<file path="src/rtl/serial_adder.sv">
// ---------------------------------------------------------------------------
// serial_adder
//   Bit-serial WIDTH-bit adder. A single full-adder cell with a registered
//   carry produces one sum bit per clock, LSB first. An add takes WIDTH SHIFT
//   cycles followed by a one-cycle DONE pulse. Area is traded for throughput.
//
// Ports
//   clk    in   1      rising-edge clock
//   rst    in   1      asynchronous, active-high reset
//   start  in   1      request: sample a, b, cin and begin an add (IDLE/DONE)
//   a      in   WIDTH  operand A, sampled only on an accepted start
//   b      in   WIDTH  operand B, sampled only on an accepted start
//   cin    in   1      carry-in, sampled only on an accepted start
//   busy   out  1      high while bits are being processed
//   done   out  1      one-cycle pulse: sum/cout valid
//   sum    out  WIDTH  result, held from done until the next accepted start
//   cout   out  1      carry-out, held as for sum
// ---------------------------------------------------------------------------
module serial_adder #(
  parameter int WIDTH = 8,
  parameter int CNT_W = $clog2(WIDTH + 1)
) (
  input  logic             clk,
  input  logic             rst,
  input  logic             start,
  input  logic [WIDTH-1:0] a,
  input  logic [WIDTH-1:0] b,
  input  logic             cin,
  output logic             busy,
  output logic             done,
  output logic [WIDTH-1:0] sum,
  output logic             cout
);

  typedef enum logic [1:0] {
    IDLE  = 2'd0,
    SHIFT = 2'd1,
    DONE  = 2'd2
  } state_t;

  state_t           state_q, state_d;
  logic [WIDTH-1:0] a_sh_q, a_sh_d;
  logic [WIDTH-1:0] b_sh_q, b_sh_d;
  logic [WIDTH-1:0] sum_q, sum_d;
  logic             carry_q, carry_d;
  logic             cout_q, cout_d;
  logic [CNT_W-1:0] cnt_q, cnt_d;

  // The one adder cell, fed from the LSBs of the operand shift registers.
  logic bit_s;
  logic bit_c;

  assign bit_s = a_sh_q[0] ^ b_sh_q[0] ^ carry_q;
  assign bit_c = (a_sh_q[0] & b_sh_q[0]) | (carry_q & (a_sh_q[0] ^ b_sh_q[0]));

  always_comb begin
    state_d = state_q;
    a_sh_d  = a_sh_q;
    b_sh_d  = b_sh_q;
    sum_d   = sum_q;
    carry_d = carry_q;
    cout_d  = cout_q;
    cnt_d   = cnt_q;

    case (state_q)
      // IDLE and DONE both accept a new request; DONE allows back-to-back adds.
      IDLE, DONE: begin
        if (start) begin
          a_sh_d  = a;
          b_sh_d  = b;
          carry_d = cin;
          cnt_d   = '0;
          sum_d   = '0;
          state_d = SHIFT;
        end else begin
          state_d = IDLE;
        end
      end

      // Sum bits enter at the MSB and shift down, so after WIDTH cycles the
      // first (LSB) result bit sits in sum[0]. start is ignored here.
      SHIFT: begin
        a_sh_d  = {1'b0, a_sh_q[WIDTH-1:1]};
        b_sh_d  = {1'b0, b_sh_q[WIDTH-1:1]};
        sum_d   = {bit_s, sum_q[WIDTH-1:1]};
        carry_d = bit_c;
        cnt_d   = cnt_q + CNT_W'(1);
        if (cnt_q == CNT_W'(WIDTH - 1)) begin
          cout_d  = bit_c;
          state_d = DONE;
        end
      end

      default: state_d = IDLE;
    endcase
  end

  always_ff @(posedge clk or posedge rst) begin
    if (rst) begin
      state_q <= IDLE;
      a_sh_q  <= '0;
      b_sh_q  <= '0;
      sum_q   <= '0;
      carry_q <= 1'b0;
      cout_q  <= 1'b0;
      cnt_q   <= '0;
    end else begin
      state_q <= state_d;
      a_sh_q  <= a_sh_d;
      b_sh_q  <= b_sh_d;
      sum_q   <= sum_d;
      carry_q <= carry_d;
      cout_q  <= cout_d;
      cnt_q   <= cnt_d;
    end
  end

  // Status decoded straight from state so an asynchronous reset clears it at once.
  assign busy = (state_q == SHIFT);
  assign done = (state_q == DONE);
  assign sum  = sum_q;
  assign cout = cout_q;

endmodule

</file>
<file path="config.mk">
export PLATFORM = sky130hd
export DESIGN_NAME = serial_adder
export DESIGN_NICKNAME = d
export VERILOG_FILES = /design/src/rtl/serial_adder.sv
export SDC_FILE = /design/constraint.sdc
export NUM_CORES = 1
export LEC_CHECK = 0
export BUFFER_PORTS_ARGS = -buffer_cell sky130_fd_sc_hd__buf_4
export CAP_MARGIN = 25
export CORE_ASPECT_RATIO = 1.25
export CORE_UTILIZATION = 47
export CTS_CLUSTER_DIAMETER = 120
export DETAILED_ROUTE_END_ITERATION = 16
export GPL_TIMING_DRIVEN = 0
export HOLD_SLACK_MARGIN = 0.06
export PLACE_DENSITY = 0.8
export SLEW_MARGIN = 25
export SYNTH_ARGS = -nofsm -noshare
export SYNTH_HDL_FRONTEND = slang
export SYNTH_SLANG_ARGS = --single-unit
</file>
<file path="constraint.sdc">
create_clock -name clk -period 1.1 [get_ports clk]
set_input_delay 0.165 -clock clk [delete_from_list [all_inputs] [get_ports clk]]
set_output_delay 0.165 -clock clk [all_outputs]
set_load 0.05 [all_outputs]
</file>
==> reports/metrics.csv <==
metric;value;unit
status;finished, violations left;
failing checks;negative setup slack;
WHS Endpoint;a_sh_q[5];
WP buf/inv;4;
Reg clk slew, reported paths;0.11;ns
total clock buffers created by CTS;5;
fraction of layout cells with a size suffix above 1;0.442;
initial antenna violation count;0;
WP data arrival;1.29;ns
Final nets;218;
Post-synth EDFFs;0;
CTS max path bufs;2;
Routed WL per cell;17.4;µm
fin crit period;1.45;ns
end of the worst register-to-register path;a_sh_q[1];
CTS Root Cell;clkbuf_4;
Setup CP Type;reg2out;
Core ar.;0.00273;mm²
syn_nets;142;
Post-route DRC;0;
Area contributors post-synth;dfrtp_1, a22o_1, a22oi_1;
unrepaired setup endpoints after global routing;yes;
post-DR vias/cell;5.56;
pwr dens;3020;mW/mm²
Slew Limit Fails;0;
Detailed Route WL;4.03;mm
post-route clock period utilization;1.32;
Buffers on Ports;30;
startpoint types;register;
Cells on Worst Hold Path;4;
Synth warnings;0;
sw power;2870;µW
area grow syn2layout;65.1;%
Initial DRC Count;53;
row count;21;
Final WS setup;-0.351;ns
Lkg Pwr;0.00111;µW
Internal;3950;µW
Setup TNS;-6.23;ns
full die area;0.00313;mm²
WP data required;0.94;ns
vias in the first global route;1307;
fmax;689;MHz
Clk pwr share;0.100;
Reg2Reg Depth;7;
Clock Skews;0.0128;ns
Synth area leader;dfrtp_1;
R2R Path Start;state_q[0];
setup violators final;33;
library cells used by synthesis;23;
# Max-Cap Violations;0;
Die Ht;62.3;µm
routability cong.;0.736;
Post-Route Hold Slack;0.156;ns
Slew @ Worst Pin;0.652;ns
First-pass DRT Iterations;4;
largest net degree at the start of global routing;33;
final hold vios;0;
Main synth FF type;dfrtp_1;
clk_lat worst skew;0.35;ns
#FFs+latches synth;32;
Rel. slew slack;0.565;
Largest delay share family, worst path;flip-flops;
sw frac;0.421;
sequential cell area fraction in the yosys report;0.586;
grt ovf;0;
share of the synthesized area in the top cell type;0.586;
Hold Startpoint;start;
CP Max Fanout;3;
Chip Width;50.2;µm
Comb power frac;0.593;
slowest stage delay, CP;0.43;ns
cell mode on critical path;buf_12;
Reg power frac;0.307;
Synth Cell Area;0.00137;mm²
CP cell instances;nand2b_4 > inv_4 > buf_8 > buf_12 > buf_12;
peak supply drop;1.97;mV
CP Capture Type;output pin;
via total after detailed routing;1285;
Ant. Diodes;0;
CTS sink count;32;
CP max-delay cell;dfrtp_1;
Top-Level Pins;31;
placed cell areas;0.00167;mm²
final cell area excluding filler cells;0.00226;mm²
GRT Overall Usage;0.268;
Starting Density;0.500;
setup slack at placement;-0.271;ns
Final ANT Viol Nets;0;
Gate Count Post-Synth;120;
reg-to-reg slack, setup;-0.25;ns
CTS tree;done;
H-tree lvl count;2;
Post-Syn Area per Cell;11.4;µm²
first-pass GRT wire length;6.08;mm
Min-Delay Path Class;in2reg;
post-DP HPWL;1.99;mm
Post-synth ARST share;1.00;
worst reg2reg max path, delay by kind of cell, from the launching register on:
kind,cells,cell delay (ns)
and+or+nand+nor,2,0.20
DFF,1,0.43
buffers and inverters,4,0.44
AOI/OAI and AO/OA,1,0.19
metrics by stage:
step / std cells / power (µW) / util
final: 231 / 6820 / 0.826
after global placement: 184 / 4750 / 0.612
after floorplan: 120 / 4130 / -
after detailed placement: 184 / 4850 / 0.612
after CTS: 221 / 6280 / 0.778
after global routing: 231 / 7190 / 0.826
power groups by stage:
| stage | sequential [µW] | clock, µW | combinational [µW] |
|---|---|---|---|
| 6_report | 2100 | 683 | 4040 |
| 5_1_grt | 2150 | 750 | 4300 |
| 4_1_cts | 2050 | 693 | 3540 |
| 3_5_place_dp | 2060 | 0 | 2790 |
| 3_3_place_gp | 2030 | 0 | 2720 |
| 2_1_floorplan | 2500 | 0 | 1630 |
worst max-delay path by stage:
stage / slack (ns) / end / from / cells after the start
after global routing: -0.40 / busy / state_q[0] / 5
after CTS: -0.42 / busy / state_q[1] / 6
after detailed placement: -0.27 / b_sh_q[0] / state_q[0] / 4
final: -0.35 / busy / state_q[0] / 5
after floorplan: -0.15 / done / state_q[0] / 1
after global placement: -0.26 / b_sh_q[0] / state_q[0] / 4
timing repair:
action                     CTS  global route
hold endpoints to repair    49             0
hold buffers                18             0
pin swaps                    1             5
setup endpoints to repair   42            40
setup buffers               11            12
resized for setup           32            14
gates cloned                 0             1
metal layers:
metal | wire, µm | GRT usage | share of wire | vias to the layer above
met4 | 149 | 0.132 | 0.037 | 0
met2 | 2180 | 0.435 | 0.54 | 57
met3 | 195 | 0.0760 | 0.048 | 15
met5 | 0 | 0 | 0 | -
met1 | 1500 | 0.318 | 0.37 | 629
li1 | - | - | - | 584
cells in the final DEF (no fill, tap or decap), drive strengths merged, types with 2 or more instances in the layout:
master,instances
nor2,3
dfrtp,32
nor3,3
nor2b,3
dlygate4sd3,18
mux2i,3
clkinv,3
a22o,11
buf,59
nand3,12
nand2,15
clkbuf,6
a22oi,12
nand2b,2
a221o,3
inv,6
layout make-up:
| class | count | area [µm²] |
|---|---|---|
| flip-flops and latches | 32 | 801 |
| inverters | 6 | 25.0 |
| fillers | 147 | 474 |
| plain buffers | 7 | 109 |
| clock inverters | 3 | 18.8 |
| clock buffers | 5 | 37.5 |
| repair buffers | 71 | 639 |
| well taps | 34 | 42.5 |
| multi-input cells | 73 | 586 |
cells in the mapped netlist, types with 2 or more instances:
cell       n
dfrtp_1   32
nand2_1   15
a22oi_1   12
nand3_1   12
a22o_1    11
inv_1      5
a221o_1    3
buf_6      3
clkbuf_1   3
mux2i_1    3
nor2_1     3
nor2b_1    3
nor3_1     3
buf_2      2
nand2b_1   2
state kept, by name, indices dropped and copies added, names as in the netlist:
| register | count |
|---|---|
| state_q | 2 |
| cout | 1 |
| a_sh_q | 8 |
| sum | 8 |
| cnt_q | 4 |
| carry_q | 1 |
| b_sh_q | 8 |
cell families after synthesis:
logic type                 Yosys count  share of synthesized area
DFF                                 32                      0.586
adders and majority gates            2                     0.0238
xor gates and xnor gates             1                    0.00641
buffers and inverters               15                     0.0622
AOI/OAI and AO/OA                   28                      0.168
and+or+nand+nor                     39                      0.132
muxes                                3                     0.0220
Power figures use the tool's default switching activity.
